==> src/rtl/cpu_io_pkg.sv <==
// Shared CPU I/O types and constants: byte type, default port addresses and
// the bit layout of the output-port status word.
package cpu_io_pkg;

    typedef logic [7:0] byte_t;

    localparam byte_t PORT_ADDR_DEF = 8'hFF;
    localparam byte_t STAT_ADDR_DEF = 8'hFE;

    localparam int unsigned STAT_OVF_BIT   = 15;
    localparam int unsigned STAT_FULL_BIT  = 8;
    localparam int unsigned STAT_EMPTY_BIT = 7;
    localparam int unsigned STAT_CNT_LSB   = 0;
    localparam int unsigned STAT_CNT_W     = 7;

    function automatic logic [15:0] stat_word(input logic                  ovf,
                                              input logic                  full,
                                              input logic                  empty,
                                              input logic [STAT_CNT_W-1:0] cnt);
        logic [15:0] w;
        w                                            = '0;
        w[STAT_OVF_BIT]                              = ovf;
        w[STAT_FULL_BIT]                             = full;
        w[STAT_EMPTY_BIT]                            = empty;
        w[STAT_CNT_LSB +: STAT_CNT_W]                = cnt;
        return w;
    endfunction

endpackage

==> src/rtl/fifo_mem.sv <==
// DEPTH x 8 storage for the output-port FIFO: synchronous write, asynchronous read.
module fifo_mem
    import cpu_io_pkg::*;
#(
    parameter int unsigned DEPTH = 8,
    parameter int unsigned AW    = $clog2(DEPTH)
) (
    input  logic          clk,
    input  logic          i_we,
    input  logic [AW-1:0] i_waddr,
    input  byte_t         i_wdata,
    input  logic [AW-1:0] i_raddr,
    output byte_t         o_rdata
);

    byte_t r_mem [DEPTH];

    always_ff @(posedge clk) begin
        if (i_we) begin
            r_mem[i_waddr] <= i_wdata;
        end
    end

    assign o_rdata = r_mem[i_raddr];

endmodule

==> src/rtl/output_port_fifo.sv <==
// Memory-mapped CPU output port backed by a FIFO with valid/ready drain side.
// Define OUTPUT_PORT_OVF_EN to add a sticky overflow bit in stat_rd[15].
module output_port_fifo
    import cpu_io_pkg::*;
#(
    parameter byte_t       PORT_ADDR = PORT_ADDR_DEF,
    parameter byte_t       STAT_ADDR = STAT_ADDR_DEF,
    parameter int unsigned DEPTH     = 8
) (
    input  logic                     clk,
    input  logic                     CLR,
    input  logic                     we,
    input  logic [7:0]               addr,
    input  logic [15:0]              din,
    output logic [15:0]              stat_rd,
    output logic                     stat_sel,
    output logic [7:0]               port_data,
    output logic                     port_valid,
    input  logic                     port_ready,
    output logic                     full,
    output logic                     empty,
    output logic [$clog2(DEPTH):0]   count
);

    localparam int unsigned PW = $clog2(DEPTH);
    localparam int unsigned CW = PW + 1;
    localparam logic [CW-1:0] FULL_CNT = CW'(DEPTH);

    if ((DEPTH < 2) || (DEPTH > 64) || ((DEPTH & (DEPTH - 1)) != 0)) begin : g_bad_depth
        $error("output_port_fifo: DEPTH must be a power of two in 2..64");
    end

    logic [PW-1:0] r_wr_ptr, r_rd_ptr;
    logic [CW-1:0] r_count;
    logic [15:0]   r_stat_rd;

    logic [PW-1:0] w_wr_ptr_d, w_rd_ptr_d;
    logic [CW-1:0] w_count_d;
    logic [15:0]   w_stat_d;
    logic          w_push_req, w_push, w_pop;
    logic          w_ovf_d;
    byte_t         w_rdata;

    // Upper write-data byte carries no information for this port.
    logic w_unused_din_hi;
    assign w_unused_din_hi = ^din[15:8];

    assign empty      = (r_count == '0);
    assign full       = (r_count == FULL_CNT);
    assign count      = r_count;
    assign port_valid = ~empty;
    assign port_data  = w_rdata;
    assign stat_rd    = r_stat_rd;
    assign stat_sel   = (addr == STAT_ADDR) && !we;

    assign w_push_req = we && (addr == PORT_ADDR);
    assign w_pop      = port_valid && port_ready;
    // A full FIFO still takes a push when the head leaves in the same cycle.
    assign w_push     = w_push_req && (!full || w_pop);

`ifdef OUTPUT_PORT_OVF_EN
    logic r_ovf;
    logic w_drop;

    assign w_drop  = w_push_req && full && !w_pop;
    assign w_ovf_d = r_ovf | w_drop;

    always_ff @(posedge clk or posedge CLR) begin
        if (CLR) begin
            r_ovf <= 1'b0;
        end else begin
            r_ovf <= w_ovf_d;
        end
    end
`else
    assign w_ovf_d = 1'b0;
`endif

    always_comb begin
        w_wr_ptr_d = r_wr_ptr;
        w_rd_ptr_d = r_rd_ptr;
        w_count_d  = r_count;
        if (w_push) begin
            w_wr_ptr_d = r_wr_ptr + PW'(1);
        end
        if (w_pop) begin
            w_rd_ptr_d = r_rd_ptr + PW'(1);
        end
        unique case ({w_push, w_pop})
            2'b10:   w_count_d = r_count + CW'(1);
            2'b01:   w_count_d = r_count - CW'(1);
            default: w_count_d = r_count;
        endcase
        // Status mirrors the post-edge state so a CPU read sees it one cycle later.
        w_stat_d = stat_word(w_ovf_d, (w_count_d == FULL_CNT), (w_count_d == '0),
                             STAT_CNT_W'(w_count_d));
    end

    always_ff @(posedge clk or posedge CLR) begin
        if (CLR) begin
            r_wr_ptr  <= '0;
            r_rd_ptr  <= '0;
            r_count   <= '0;
            r_stat_rd <= stat_word(1'b0, 1'b0, 1'b1, '0);
        end else begin
            r_wr_ptr  <= w_wr_ptr_d;
            r_rd_ptr  <= w_rd_ptr_d;
            r_count   <= w_count_d;
            r_stat_rd <= w_stat_d;
        end
    end

    fifo_mem #(
        .DEPTH (DEPTH),
        .AW    (PW)
    ) u_mem (
        .clk     (clk),
        .i_we    (w_push),
        .i_waddr (r_wr_ptr),
        .i_wdata (din[7:0]),
        .i_raddr (r_rd_ptr),
        .o_rdata (w_rdata)
    );

endmodule

==> config.mk <==
export PLATFORM = sky130hd
export DESIGN_NAME = output_port_fifo
export DESIGN_NICKNAME = d
export VERILOG_FILES = /design/src/rtl/cpu_io_pkg.sv /design/src/rtl/fifo_mem.sv /design/src/rtl/output_port_fifo.sv
export SDC_FILE = /design/constraint.sdc
export NUM_CORES = 1
export LEC_CHECK = 0
export BUFFER_PORTS_ARGS = -buffer_cell sky130_fd_sc_hd__buf_2
export CAP_MARGIN = 20
export CORE_ASPECT_RATIO = 0.8
export CORE_UTILIZATION = 35
export CTS_CLUSTER_SIZE = 10
export DETAILED_ROUTE_END_ITERATION = 16
export PLACE_DENSITY = 0.61
export SLEW_MARGIN = 20
export SYNTH_ARGS = -nofsm -noshare
export SYNTH_HDL_FRONTEND = slang
export SYNTH_SLANG_ARGS = --single-unit
==> constraint.sdc <==
create_clock -name clk -period 6.6 [get_ports clk]
set_input_delay 0.99 -clock clk [delete_from_list [all_inputs] [get_ports clk]]
set_output_delay 0.99 -clock clk [all_outputs]
set_load 0.01 [all_outputs]
==> Implementation_results.wiki, run 1 <==
{| class="wikitable"
! Metric !! Value
|-
| Status || complete, but fails checks
|-
| Violated checks || DRC
|-
| Initial detailed-routing violation count || 94
|-
| First-pass GRT wire length || 8850 um
|-
| Maximum number of pins on one net before global-route repair || 19
|-
| Hold Buf Count CTS || 0
|-
| Setup_tns || 0 ps
|-
| CP max stage delay || 690 ps
|-
| Overall Power || 1.51 mW
|-
| Number of standard cells in the final layout excluding fillers || 364
|-
| Core Util, Final || 42.6%
|-
| Power per standard cell area || 386 mW/mm^2
|-
| Most common cell after layout, fill and taps aside || sky130_fd_sc_hd__edfxtp_1
|-
| Pins over their slew limit || 0
|-
| DRC violations left || 2
|-
| Area of all placed cells without fillers || 0.00392 sq mm
|-
| Post-DR wirelength/cell || 16.1 um
|-
| Overflow left after global routing || 0
|-
| Most used cells in the layout excluding fill and tap cells || 64 x sky130_fd_sc_hd__edfxtp_1, 41 x sky130_fd_sc_hd__buf_2, 16 x sky130_fd_sc_hd__mux4_2
|-
| Cell family with the largest share of critical-path delay || simple AND/OR/NAND/NOR gates
|-
| Slew @ Worst Pin || around 960 ps
|-
| Worst setup timing slack at the placement stage || about 2800 ps
|-
| Mean instance size in the synthesized netlist || 16.4 sq um
|-
| Clock tree from TritonCTS || built
|-
| Static Leak || 1.42 nW
|-
| Netlist area before placement || 0.00336 sq mm
|-
| Area share of the largest cell type after synthesis || 57.3%
|-
| Initial antenna violation count || 0
|-
| Leading area contributor after synthesis || sky130_fd_sc_hd__edfxtp_1
|-
| Vias per inst || slightly below 5
|-
| Master of the slowest instance on the critical path || sky130_fd_sc_hd__o31ai_1
|-
| Core box area || 0.00919 sq mm
|-
| Horizontal die dimension || about 110 um
|-
| FMAX || 0.288 GHz
|-
| Worst Setup End Kind || register
|-
| CTS sink cnt || 76
|-
| Ys Warns || 0
|-
| Worst-skew pair later-pin latency || 320 ps
|-
| Die extent in y || 89.6 um
|-
| Beginning of the worst register-to-register path || count[2]
|-
| Worst slew slack as a fraction of its limit || 35.6%
|-
| Launching element of the worst setup path || addr[6]
|-
| Setup repair bufs after CTS || 0
|-
| Cells taking the most area after synthesis || sky130_fd_sc_hd__edfxtp_1 57%, sky130_fd_sc_hd__mux4_2 11%, sky130_fd_sc_hd__dfrtp_1 8.2%
|-
| Global placement routability congestion || just under 0.8
|-
| Cell breakdown of the critical path || buf_2 -> nand4_2 -> o31ai_1 -> nor2_1 -> fa_1 -> xor2_1 -> or3b_2 -> or3_1 -> o211ai_2
|-
| Final count of hold timing violations || 0
|-
| Post-placement cell count || about 350
|-
| Crit path arrival time || about 3700 ps
|-
| Max FO, Critical Path || 6
|-
| Number of buffers and inverters on the critical path || 1
|-
| Final setup vio count || 0
|-
| Peak supply drop || 0.123 mV
|-
| H-tree depth reported by CTS || 3
|-
| Number of standard-cell rows in the floorplan || 31
|-
| Initial standard-cell utilization of the core || 36.5%
|-
| Area delta synth->final || 16.7%
|-
| Crit path time final || about 3500 ps
|-
| Worst min-delay path startpoint || r_wr_ptr[1]
|-
| Vias in the first global route || 1,674
|-
| Drt first pass iters || 12
|-
| Critical Path Start Type || input pin
|-
| GRT Util Overall || 12.4%
|-
| Post-synth ARST share || 15.8%
|-
| Worst Path Required || 6840 ps
|-
| Gate Count Post-Synth || 204
|-
| Final cycle utilization of the critical path || 52.6%
|-
| Maximum clock insertion buffer count || 2
|-
| Min setup slack post-route || 3130 ps
|-
| Clock tree root driver cell || sky130_fd_sc_hd__clkbuf_16
|-
| Drt total wl || between 5000 and 6000 um
|-
| Post-route ant nets || 0
|-
| Setup repair after global routing missed its margin || false
|-
| Worst Hold Slack || approximately 550 ps
|-
| PortBufs || 41
|-
| Number of max-cap violations || 0
|-
| Number of buffers inserted during clock tree synthesis || 9
|-
| Detailed-placement wirelength estimate || 3720 um
|-
| Placed inst area || 0.00361 sq mm
|-
| Post-layout nets || 277
|-
| Total of flip-flops plus latches after synthesis || between 70 and 80
|-
| Type of the setup path with the least slack || input pin to register
|-
| Sequential fraction of the synthesis area || 66.3%
|-
| Share of layout cells above drive strength 1 || approximately two fifths
|-
| Clock-pin slew reported for the worst setup and hold paths after clock tree synthesis || ~60 ps
|-
| Post-cts resize count || 0
|-
| Top flip-flop cell by instance count after synthesis || sky130_fd_sc_hd__edfxtp_1
|-
| Number of placed I/O pins || 60
|-
| Number of synthesized flops with an enable pin || 64
|-
| Total number of vias || 1,769
|-
| Number of different library cells in the post-synthesis netlist || 40
|-
| Overall die area || 0.00999 sq mm
|-
| Antenna fix cells || 0
|-
| Worst-case clock skew || between 7 and 8 ps
|-
| Type of the tightest min-delay check || register to register
|}
[power breakdown]
part / leakage [nW] / internal (mW) / total [mW] / switching, mW
clock: 0.140 / 0.294 / 0.479 / 0.185
combinational: 0.559 / 0.229 / 0.389 / 0.160
sequential: 0.722 / 0.546 / 0.643 / 0.0964
[routing by layer]
metal	vias up	wire length [um]	track usage, %
li1	852	-	-
met2	28	2950	21.4
met5	-	0	0
met4	0	104	7.00
met3	8	128	2.28
met1	881	2670	15.1
[cell usage after synthesis (all sizes together) (2+ instances only)]
master / instances
nor3: 4
buf: 18
nand2: 13
or3: 3
mux4: 16
dfrtp: 11
nand2b: 3
xor2: 2
o31ai: 3
clkbuf: 4
a211oi: 2
o21ai: 4
edfxtp: 64
xnor2: 3
nand3: 3
o211ai: 2
ha: 4
a21oi: 3
mux2: 12
nor2: 11
inv: 4
o21a: 2
[cells by family (layout without fill, tap and decap cells)]
logic type / count (synthesis) / in the layout / synth area share, %
xor gates and xnor gates: 5 / 5 / 1.31
DFF: 76 / 76 / 66.3
buffers and inverters: 26 / 62 / 4.55
AOI/OAI and AO/OA: 21 / 21 / 4.55
and+or+nand+nor: 42 / 42 / 6.38
muxes: 28 / 28 / 14.8
adders and majority gates: 5 / 5 / 2.09
other: 1 / 10 / 0.112
[flip-flops by register name, summed over array words and instances, names as in the netlist]
signal       count
r_wr_ptr         3
count            3
r_rd_ptr         3
stat_rd          3
u_mem.r_mem     64
[final cells by class]
cell class | count | area, sq um
clock inverters | 7 | 75.1
well taps | 115 | 144
multi-input cells | 111 | 1020
inverters | 4 | 15.0
fillers | 793 | 5280
clock buffers | 9 | 225
repair buffers | 42 | 213
flip-flops and latches | 76 | 2220
[final timing paths]
kind / endpoint / slack, ps / cells after the start
max: stat_rd[8] / 3130 / 9
min: r_wr_ptr[1] / 550 / 1
max reg2reg: stat_rd[8] / 3510 / 9
min reg2reg: r_wr_ptr[1] / 550 / 1
max in group asynchronous: r_rd_ptr[0] / 5550 / 2
min in group asynchronous: r_wr_ptr[1] / 680 / 2
Note: power is estimated with default switching activity, not from simulation.
==> run 2: changes to the inputs <==
==> constraint.sdc (replaced) <==
create_clock -name clk -period 3.2 [get_ports clk]
set_input_delay 0.48 -clock clk [delete_from_list [all_inputs] [get_ports clk]]
set_output_delay 0.48 -clock clk [all_outputs]
set_load 0.01 [all_outputs]
==> run 2 against run 1 <==
Net effect:
- the flow still finishes with violations (DRC)
- global-route usage up 0.21 points
- clock-buffer cell count stayed put
- final area increased by 2.9%
- combinational power is 140% higher
- wire length is essentially flat
- core utilization up 1.2 points
- critical endpoint unchanged
- largest power group unchanged
- highest routed layer unchanged
==> Implementation_results.wiki, run 2 (synthesis results as in run 1) <==
{| class="wikitable"
! Metric !! Value
|-
| Status || complete, but fails checks (unchanged)
|-
| Violated checks || DRC (unchanged)
|-
| Post-placement cell count || 364 (was 348)
|-
| Vias per inst || 4.74 (was 4.86)
|-
| Overall die area || 0.00999 sq mm (unchanged)
|-
| Clock tree from TritonCTS || built (unchanged)
|-
| Horizontal die dimension || 111 um (unchanged)
|-
| Clock-pin slew reported for the worst setup and hold paths after clock tree synthesis || 60 ps (about the same)
|-
| Initial standard-cell utilization of the core || 36.5% (unchanged)
|-
| Hold Buf Count CTS || 0 (unchanged)
|-
| Worst setup timing slack at the placement stage || 380 ps (was 2800 ps)
|-
| Number of standard cells in the final layout excluding fillers || 380 (was 364)
|-
| Die extent in y || 89.6 um (unchanged)
|-
| Pins over their slew limit || 0 (unchanged)
|-
| Core box area || 0.00919 sq mm (unchanged)
|-
| Initial antenna violation count || 0 (unchanged)
|-
| Overflow left after global routing || 0 (unchanged)
|-
| First-pass GRT wire length || 9040 um (was 8850 um)
|-
| Number of placed I/O pins || 60 (unchanged)
|-
| Most common cell after layout, fill and taps aside || sky130_fd_sc_hd__edfxtp_1 (unchanged)
|-
| Number of buffers and inverters on the critical path || 1 (unchanged)
|-
| Setup repair after global routing missed its margin || false (unchanged)
|-
| Type of the tightest min-delay check || input pin to asynchronous set/reset pin (was register to register)
|-
| Worst-case clock skew || 10.0 ps (was 7.01 ps)
|-
| Area delta synth->final || 20.0% (was 16.7%)
|-
| Worst Path Required || 3440 ps (was 6840 ps)
|-
| Maximum number of pins on one net before global-route repair || 19 (unchanged)
|-
| Vias in the first global route || 1,746 (was 1,674)
|-
| Clock tree root driver cell || sky130_fd_sc_hd__clkbuf_16 (unchanged)
|-
| Register containing the most flip-flops in the final layout || u_mem.r_mem (unchanged)
|-
| FMAX || 0.355 GHz
|-
| CP max stage delay || 500 ps (was 690 ps)
|-
| Flip-flop count of the largest register, all copies and words added || 64 (unchanged)
|-
| Number of standard-cell rows in the floorplan || 31 (unchanged)
|-
| Drt first pass iters || 12 (unchanged)
|-
| Worst-skew pair later-pin latency || 330 ps (was 320 ps)
|-
| Drt total wl || 5850 um (about the same)
|-
| H-tree depth reported by CTS || 3 (unchanged)
|-
| Min setup slack post-route || 385 ps (was 3130 ps)
|-
| Post-route ant nets || 0 (unchanged)
|-
| Setup repair bufs after CTS || 0 (unchanged)
|-
| Crit path arrival time || 3060 ps (was 3720 ps)
|-
| Crit path time final || 2810 ps
|-
| Detailed-placement wirelength estimate || 3940 um (was 3720 um)
|-
| Static Leak || 1.51 nW (was 1.42 nW)
|-
| Share of layout cells above drive strength 1 || 41.1% (was 38.2%)
|-
| Critical Path Start Type || register (was input pin)
|-
| Final cycle utilization of the critical path || 88.0%
|-
| Worst Setup End Kind || register (unchanged)
|-
| Master of the slowest instance on the critical path || sky130_fd_sc_hd__or3b_2 (was sky130_fd_sc_hd__o31ai_1)
|-
| Number of buffers inserted during clock tree synthesis || 9 (unchanged)
|-
| Cell breakdown of the critical path || nor3_2 -> nand2_1 -> inv_1 -> nor2_1 -> fa_1 -> xor2_1 -> or3b_2 -> or3_1 -> o211ai_2 (was buf_2 -> nand4_2 -> o31ai_1 -> nor2_1 -> fa_1 -> xor2_1 -> or3b_2 -> or3_1 -> o211ai_2)
|-
| Setup_tns || 0 ps (unchanged)
|-
| Slack of the worst reg-to-reg path || 390 ps (was 3510 ps)
|-
| Global placement routability congestion || 0.758 (was 0.784)
|-
| CTS sink cnt || 76 (unchanged)
|-
| PortBufs || 41 (unchanged)
|-
| Number of max-cap violations || 0 (unchanged)
|-
| Power per standard cell area || 782 mW/mm^2 (was 386 mW/mm^2)
|-
| Post-DR wirelength/cell || 15.4 um (was 16.1 um)
|-
| Number of filler cells placed in the layout || 785 (was 793)
|-
| Post-cts resize count || 0 (unchanged)
|-
| Most used cells in the layout excluding fill and tap cells || 64 x sky130_fd_sc_hd__edfxtp_1, 41 x sky130_fd_sc_hd__buf_2, 17 x sky130_fd_sc_hd__buf_4 (was 64 x sky130_fd_sc_hd__edfxtp_1, 41 x sky130_fd_sc_hd__buf_2, 16 x sky130_fd_sc_hd__mux4_2)
|-
| Post-layout nets || 293 (was 277)
|-
| Max FO, Critical Path || 8 (was 6)
|-
| Slew @ Worst Pin || 787 ps (was 962 ps)
|-
| Antenna fix cells || 0 (unchanged)
|-
| Worst slew slack as a fraction of its limit || 47.6% (was 35.6%)
|-
| Peak supply drop || 0.219 mV (was 0.123 mV)
|-
| Final setup vio count || 0 (unchanged)
|-
| Type of the setup path with the least slack || register to register (was input pin to register)
|-
| Final count of hold timing violations || 0 (unchanged)
|-
| Initial detailed-routing violation count || 85 (was 94)
|-
| Cell family with the largest share of critical-path delay || simple AND/OR/NAND/NOR gates (unchanged)
|-
| Maximum clock insertion buffer count || 2 (unchanged)
|-
| DRC violations left || 2 (unchanged)
|-
| GRT Util Overall || 12.6% (was 12.4%)
|-
| Total number of vias || 1,801 (was 1,769)
|}
## run 2: cell count changes in the layout (fill, tap and decap cells not counted), sizes merged
cell | before | now
buf | 42 | 58
clkinv | 3 | 4
clkinvlp | 2 | 0
inv | 5 | 6
## run 2: final timing paths
| kind | start | to | cells past startpoint |
|---|---|---|---|
| min reg2reg | r_wr_ptr[1] | r_wr_ptr[1] | 1 |
| min in group clk | din[2] | u_mem.r_mem[2][2] | 1 |
| max in group asynchronous | CLR | stat_rd[7] | 2 |
| min | CLR | r_rd_ptr[1] | 2 |
| max | count[2] | stat_rd[8] | 9 |
| max reg2reg | count[2] | stat_rd[8] | 9 |
## run 2: where the power goes
part	total, mW	switching (mW)	internal, mW
clock	0.977	0.370	0.607
combinational	0.935	0.428	0.507
sequential	1.24	0.111	1.13
total	3.15	0.910	2.24
## run 2: layout make-up
cell class | instances | area (sq um) | area share (%)
flip-flops and latches | 76 | 2220 | 55.2
multi-input cells | 111 | 1010 | 25.2
clock inverters | 7 | 73.8 | 1.83
repair buffers | 58 | 333 | 8.26
inverters | 4 | 15.0 | 0.373
well taps | 115 | 144 | 3.57
clock buffers | 9 | 225 | 5.59
## run 2: through the flow
stage | utilization [%] | cell area [sq um] | hold WS, ps | power, mW
after global placement | 40.6 | 3730 | 523 | 2.20
final | 43.8 | 4030 | 162 | 3.15
after CTS | 43.8 | 4030 | 177 | 3.20
after detailed placement | 40.6 | 3730 | 530 | 2.21
after global routing | 43.8 | 4030 | 222 | 3.34
after floorplan | - | 3390 | 344 | 1.95
## run 2: metal layers
layer	track usage, %	vias to the layer above	share of wire, %
met5	0	-	0
met4	7.00	0	0.87
met1	15.4	883	45
li1	-	883	-
met2	21.5	33	51
met3	2.62	2	3.5
==> run 3: changes to the inputs <==
--- a/config.mk
+++ b/config.mk
@@ -15,4 +15,5 @@
 export SLEW_MARGIN = 20
 export SYNTH_ARGS = -nofsm -noshare
 export SYNTH_HDL_FRONTEND = slang
+export SYNTH_HIERARCHICAL = 1
 export SYNTH_SLANG_ARGS = --single-unit
==> run 3 against run 2 <==
Net effect:
- the run still ends with DRC left
- maximum frequency is 5.7% higher
- critical path depth shrank 1
- global-route usage increased by 0.24 points
- highest routed layer unchanged
==> Implementation_results.wiki, run 3 <==
{| class="wikitable"
! Metric !! Value
|-
| Dominant combinational cell family by area after synthesis || multiplexers (unchanged)
|-
| Worst Path Required || 3450 ps (was 3440 ps)
|-
| Initial standard-cell utilization of the core || 36.9% (was 36.5%)
|-
| Clock tree root driver cell || sky130_fd_sc_hd__clkbuf_16 (unchanged)
|-
| Clock tree from TritonCTS || built (unchanged)
|-
| Ys Warns || 6 (was 0)
|-
| Number of different library cells in the post-synthesis netlist || 41 (was 40)
|-
| Post-cts resize count || 0 (unchanged)
|-
| Setup_tns || 0 ps (unchanged)
|-
| Post-DR wirelength/cell || 16.6 um (was 15.4 um)
|-
| Leading area contributor after synthesis || sky130_fd_sc_hd__edfxtp_1 (unchanged)
|-
| GRT Util Overall || 12.8% (was 12.6%)
|-
| Xor and xnor area share after synthesis || 1.54% (was 1.30%)
|-
| Number of max-cap violations || 0 (unchanged)
|-
| Global placement routability congestion || 0.706 (was 0.758)
|-
| Clock-pin slew reported for the worst setup and hold paths after clock tree synthesis || 50 ps (was 60 ps)
|-
| First-pass GRT wire length || 9340 um (was 9040 um)
|-
| Flip-flop count of the largest register, all copies and words added || 64 (unchanged)
|-
| Beginning of the worst register-to-register path || count[0] (was count[2])
|-
| Antenna fix cells || 0 (unchanged)
|-
| Top flip-flop cell by instance count after synthesis || sky130_fd_sc_hd__edfxtp_1 (unchanged)
|-
| PortBufs || 41 (unchanged)
|-
| Overall Power || 3.26 mW (was 3.15 mW)
|-
| Core box area || 0.00923 sq mm (was 0.00919 sq mm)
|-
| Number of standard-cell rows in the floorplan || 31 (unchanged)
|-
| Number of buffers inserted during clock tree synthesis || 9 (unchanged)
|-
| Number of standard cells in the final layout excluding fillers || 357 (was 380)
|-
| Initial antenna violation count || 0 (unchanged)
|-
| Detailed-placement wirelength estimate || 3850 um (was 3940 um)
|-
| Drt first pass iters || 12 (unchanged)
|-
| Adder-cell share of the synthesized area || 2.06% (was 2.09%)
|-
| H-tree depth reported by CTS || 3 (unchanged)
|-
| Min setup slack post-route || 538 ps (was 385 ps)
|-
| Hold Buf Count CTS || 0 (unchanged)
|-
| Netlist area before placement || 0.00340 sq mm (was 0.00336 sq mm)
|-
| Area of all placed cells without fillers || 0.00404 sq mm (was 0.00403 sq mm)
|-
| Gate Count Post-Synth || 186 (was 204)
|-
| Register containing the most flip-flops in the final layout || u_mem/r_mem (was u_mem.r_mem)
|-
| Cells taking the most area after synthesis || sky130_fd_sc_hd__edfxtp_1 56%, sky130_fd_sc_hd__mux4_1 12%, sky130_fd_sc_hd__dfrtp_1 8.1% (was sky130_fd_sc_hd__edfxtp_1 57%, sky130_fd_sc_hd__mux4_2 11%, sky130_fd_sc_hd__dfrtp_1 8.2%)
|-
| Pins over their slew limit || 0 (unchanged)
|-
| Critical Path Start Type || register (unchanged)
|-
| Mean instance size in the synthesized netlist || 18.3 sq um (was 16.4 sq um)
|-
| Post-synth ARST share || 15.8% (unchanged)
|-
| Number of buffers and inverters on the critical path || 0 (was 1)
|-
| Maximum number of pins on one net before global-route repair || 19 (unchanged)
|-
| Most frequent cells after synthesis || 64 x sky130_fd_sc_hd__edfxtp_1, 15 x sky130_fd_sc_hd__mux4_1, 14 x sky130_fd_sc_hd__buf_4 (was 64 x sky130_fd_sc_hd__edfxtp_1, 16 x sky130_fd_sc_hd__mux4_2, 14 x sky130_fd_sc_hd__buf_4)
|-
| Initial detailed-routing violation count || 121 (was 85)
|-
| Multiplexer share of the synthesized area || 16.5% (was 14.8%)
|-
| Total number of vias || 1,752 (was 1,801)
|-
| Basic-gate share of the synthesized area counting and, or, nand and nor cells || 5.70% (was 6.38%)
|-
| Type of the tightest min-delay check || input pin to asynchronous set/reset pin (unchanged)
|-
| Slack of the worst reg-to-reg path || 540 ps (was 390 ps)
|-
| DRC violations left || 1 (was 2)
|-
| Setup repair after global routing missed its margin || false (unchanged)
|-
| Die extent in y || 90.2 um (was 89.6 um)
|-
| Share of layout cells above drive strength 1 || 36.0% (was 41.1%)
|-
| Cell breakdown of the critical path || o41ai_4 -> a41oi_4 -> ha_1 -> a21oi_1 -> and2_2 -> a21oi_1 -> a211oi_4 -> nor2b_1 (was nor3_2 -> nand2_1 -> inv_1 -> nor2_1 -> fa_1 -> xor2_1 -> or3b_2 -> or3_1 -> o211ai_2)
|-
| Horizontal die dimension || 112 um (was 111 um)
|-
| Worst-skew pair later-pin latency || 330 ps (about the same)
|-
| Type of the setup path with the least slack || register to register (unchanged)
|-
| Most common cell on crit path || sky130_fd_sc_hd__a21oi_1
|-
| Final cycle utilization of the critical path || 83.2% (was 88.0%)
|-
| Drt total wl || 5920 um (was 5850 um)
|-
| Status || complete, but fails checks (unchanged)
|-
| Post-layout nets || 270 (was 293)
|-
| Maximum clock insertion buffer count || 2 (unchanged)
|-
| Most common cell after layout, fill and taps aside || sky130_fd_sc_hd__edfxtp_1 (unchanged)
|-
| FF-to-FF End || stat_rd[8] (unchanged)
|-
| Post-route ant nets || 0 (unchanged)
|-
| Area share of the largest cell type after synthesis || 56.5% (was 57.3%)
|-
| Vias per inst || 4.91 (was 4.74)
|-
| Crit path depth || 8 (was 9)
|-
| Max FO, Critical Path || 10 (was 8)
|-
| Vias in the first global route || 1,742 (was 1,746)
|-
| CP max stage delay || 580 ps (was 500 ps)
|-
| Number of synthesized flops with an enable pin || 64 (unchanged)
|-
| Cell family with the largest share of critical-path delay || compound AO/OA/AOI/OAI gates (was simple AND/OR/NAND/NOR gates)
|-
| Final setup vio count || 0 (unchanged)
|-
| Number of placed I/O pins || 60 (unchanged)
|-
| FMAX || 0.376 GHz (was 0.355 GHz)
|-
| Leading cell type by number of instances after synthesis || sky130_fd_sc_hd__edfxtp_1 (unchanged)
|-
| Worst slew slack as a fraction of its limit || 48.8% (was 47.6%)
|-
| Setup repair bufs after CTS || 0 (unchanged)
|-
| Worst setup endpoint || stat_rd[8] (unchanged)
|-
| Most used cells in the layout excluding fill and tap cells || 64 x sky130_fd_sc_hd__edfxtp_1, 41 x sky130_fd_sc_hd__buf_2, 15 x sky130_fd_sc_hd__mux4_1 (was 64 x sky130_fd_sc_hd__edfxtp_1, 41 x sky130_fd_sc_hd__buf_2, 17 x sky130_fd_sc_hd__buf_4)
|-
| Total of flip-flops plus latches after synthesis || 76 (unchanged)
|-
| Sequential fraction of the synthesis area || 65.4% (was 66.3%)
|-
| Launching element of the worst setup path || count[0] (was count[2])
|-
| Crit path arrival time || 2910 ps (was 3060 ps)
|-
| Power per standard cell area || 809 mW/mm^2 (was 782 mW/mm^2)
|-
| Violated checks || DRC (unchanged)
|-
| Worst Setup End Kind || register (unchanged)
|-
| Static Leak || 1.54 nW (was 1.51 nW)
|-
| Slew @ Worst Pin || 768 ps (was 787 ps)
|-
| Worst-case clock skew || 3.84 ps (was 10.0 ps)
|-
| Post-placement cell count || 341 (was 364)
|-
| Area delta synth->final || 18.6% (was 20.0%)
|-
| Count of cells along the worst register-to-register path || 8 (was 9)
|-
| Compound-Gate Fraction of Synth Area || 3.38% (was 4.55%)
|-
| Overflow left after global routing || 0 (unchanged)
|-
| Final count of hold timing violations || 0 (unchanged)
|-
| Worst setup timing slack at the placement stage || 572 ps (was 380 ps)
|-
| Placed inst area || 0.00370 sq mm (was 0.00373 sq mm)
|-
| Overall die area || 0.0101 sq mm (was 0.00999 sq mm)
|-
| CTS sink cnt || 76 (unchanged)
|-
| Peak supply drop || 0.402 mV (was 0.219 mV)
|-
| Crit path time final || 2660 ps (was 2810 ps)
|-
| Master of the slowest instance on the critical path || sky130_fd_sc_hd__o41ai_4 (was sky130_fd_sc_hd__or3b_2)
|}
==> run 3: cell types whose count changed in the layout (fill, tap and decap cells not counted), sizes merged, moves of 3 or more <==
| cell | before | now |
|---|---|---|
| buf | 58 | 52 |
| o21ai | 4 | 1 |
| nand2 | 13 | 6 |
| nor2 | 11 | 8 |
| o31ai | 3 | 0 |
| and4 | 0 | 3 |
| or3 | 3 | 0 |
| and2 | 0 | 3 |
==> run 3: kinds of logic after synthesis <==
| group | Yosys count |
|---|---|
| AO/OA/AOI/OAI | 9 |
| XOR/XNOR | 6 |
| AND/OR/NAND/NOR | 34 |
| other | 1 |
| multiplexers | 29 |
| buffers and inverters | 26 |
| flip-flops | 76 |
| adder cells (fa/ha/maj) | 5 |
==> run 3: report_power, final <==
group          internal [mW]  switching [mW]
combinational          0.477           0.385
clock                  0.754           0.356
sequential              1.13           0.159
total                   2.36           0.900
==> run 3: metrics by stage <==
stage,util [%],hold WS [ps]
2_1_floorplan,-,344
3_3_place_gp,40.1,479
3_5_place_dp,40.1,485
4_1_cts,43.7,169
5_1_grt,43.7,193
6_report,43.7,162
==> run 3: how the worst min path moves through the flow <==
stage	start	to	slack, ps
3_5_place_dp	r_wr_ptr[2]	r_wr_ptr[2]	480
4_1_cts	CLR	stat_rd[8]	170
3_3_place_gp	r_wr_ptr[2]	r_wr_ptr[2]	480
5_1_grt	CLR	stat_rd[8]	190
2_1_floorplan	CLR	count[0]	340
6_report	CLR	stat_rd[8]	160
==> run 3: metal layers <==
layer,vias up,GRT usage (%),routed length (um)
met5,-,0,0
met3,9,4.59,346
met4,0,5.00,93
li1,812,-,-
met2,43,18.3,2630
met1,888,17.7,2850
==> run 3: layout make-up <==
type / count / area [sq um]
tap: 115 / 144
sequential: 76 / 2220
inverter: 5 / 18.8
clock inverter: 6 / 103
timing repair buffer: 52 / 288
clock buffer: 10 / 229
multi-input combinational: 93 / 1030
fill: 835 / 5200
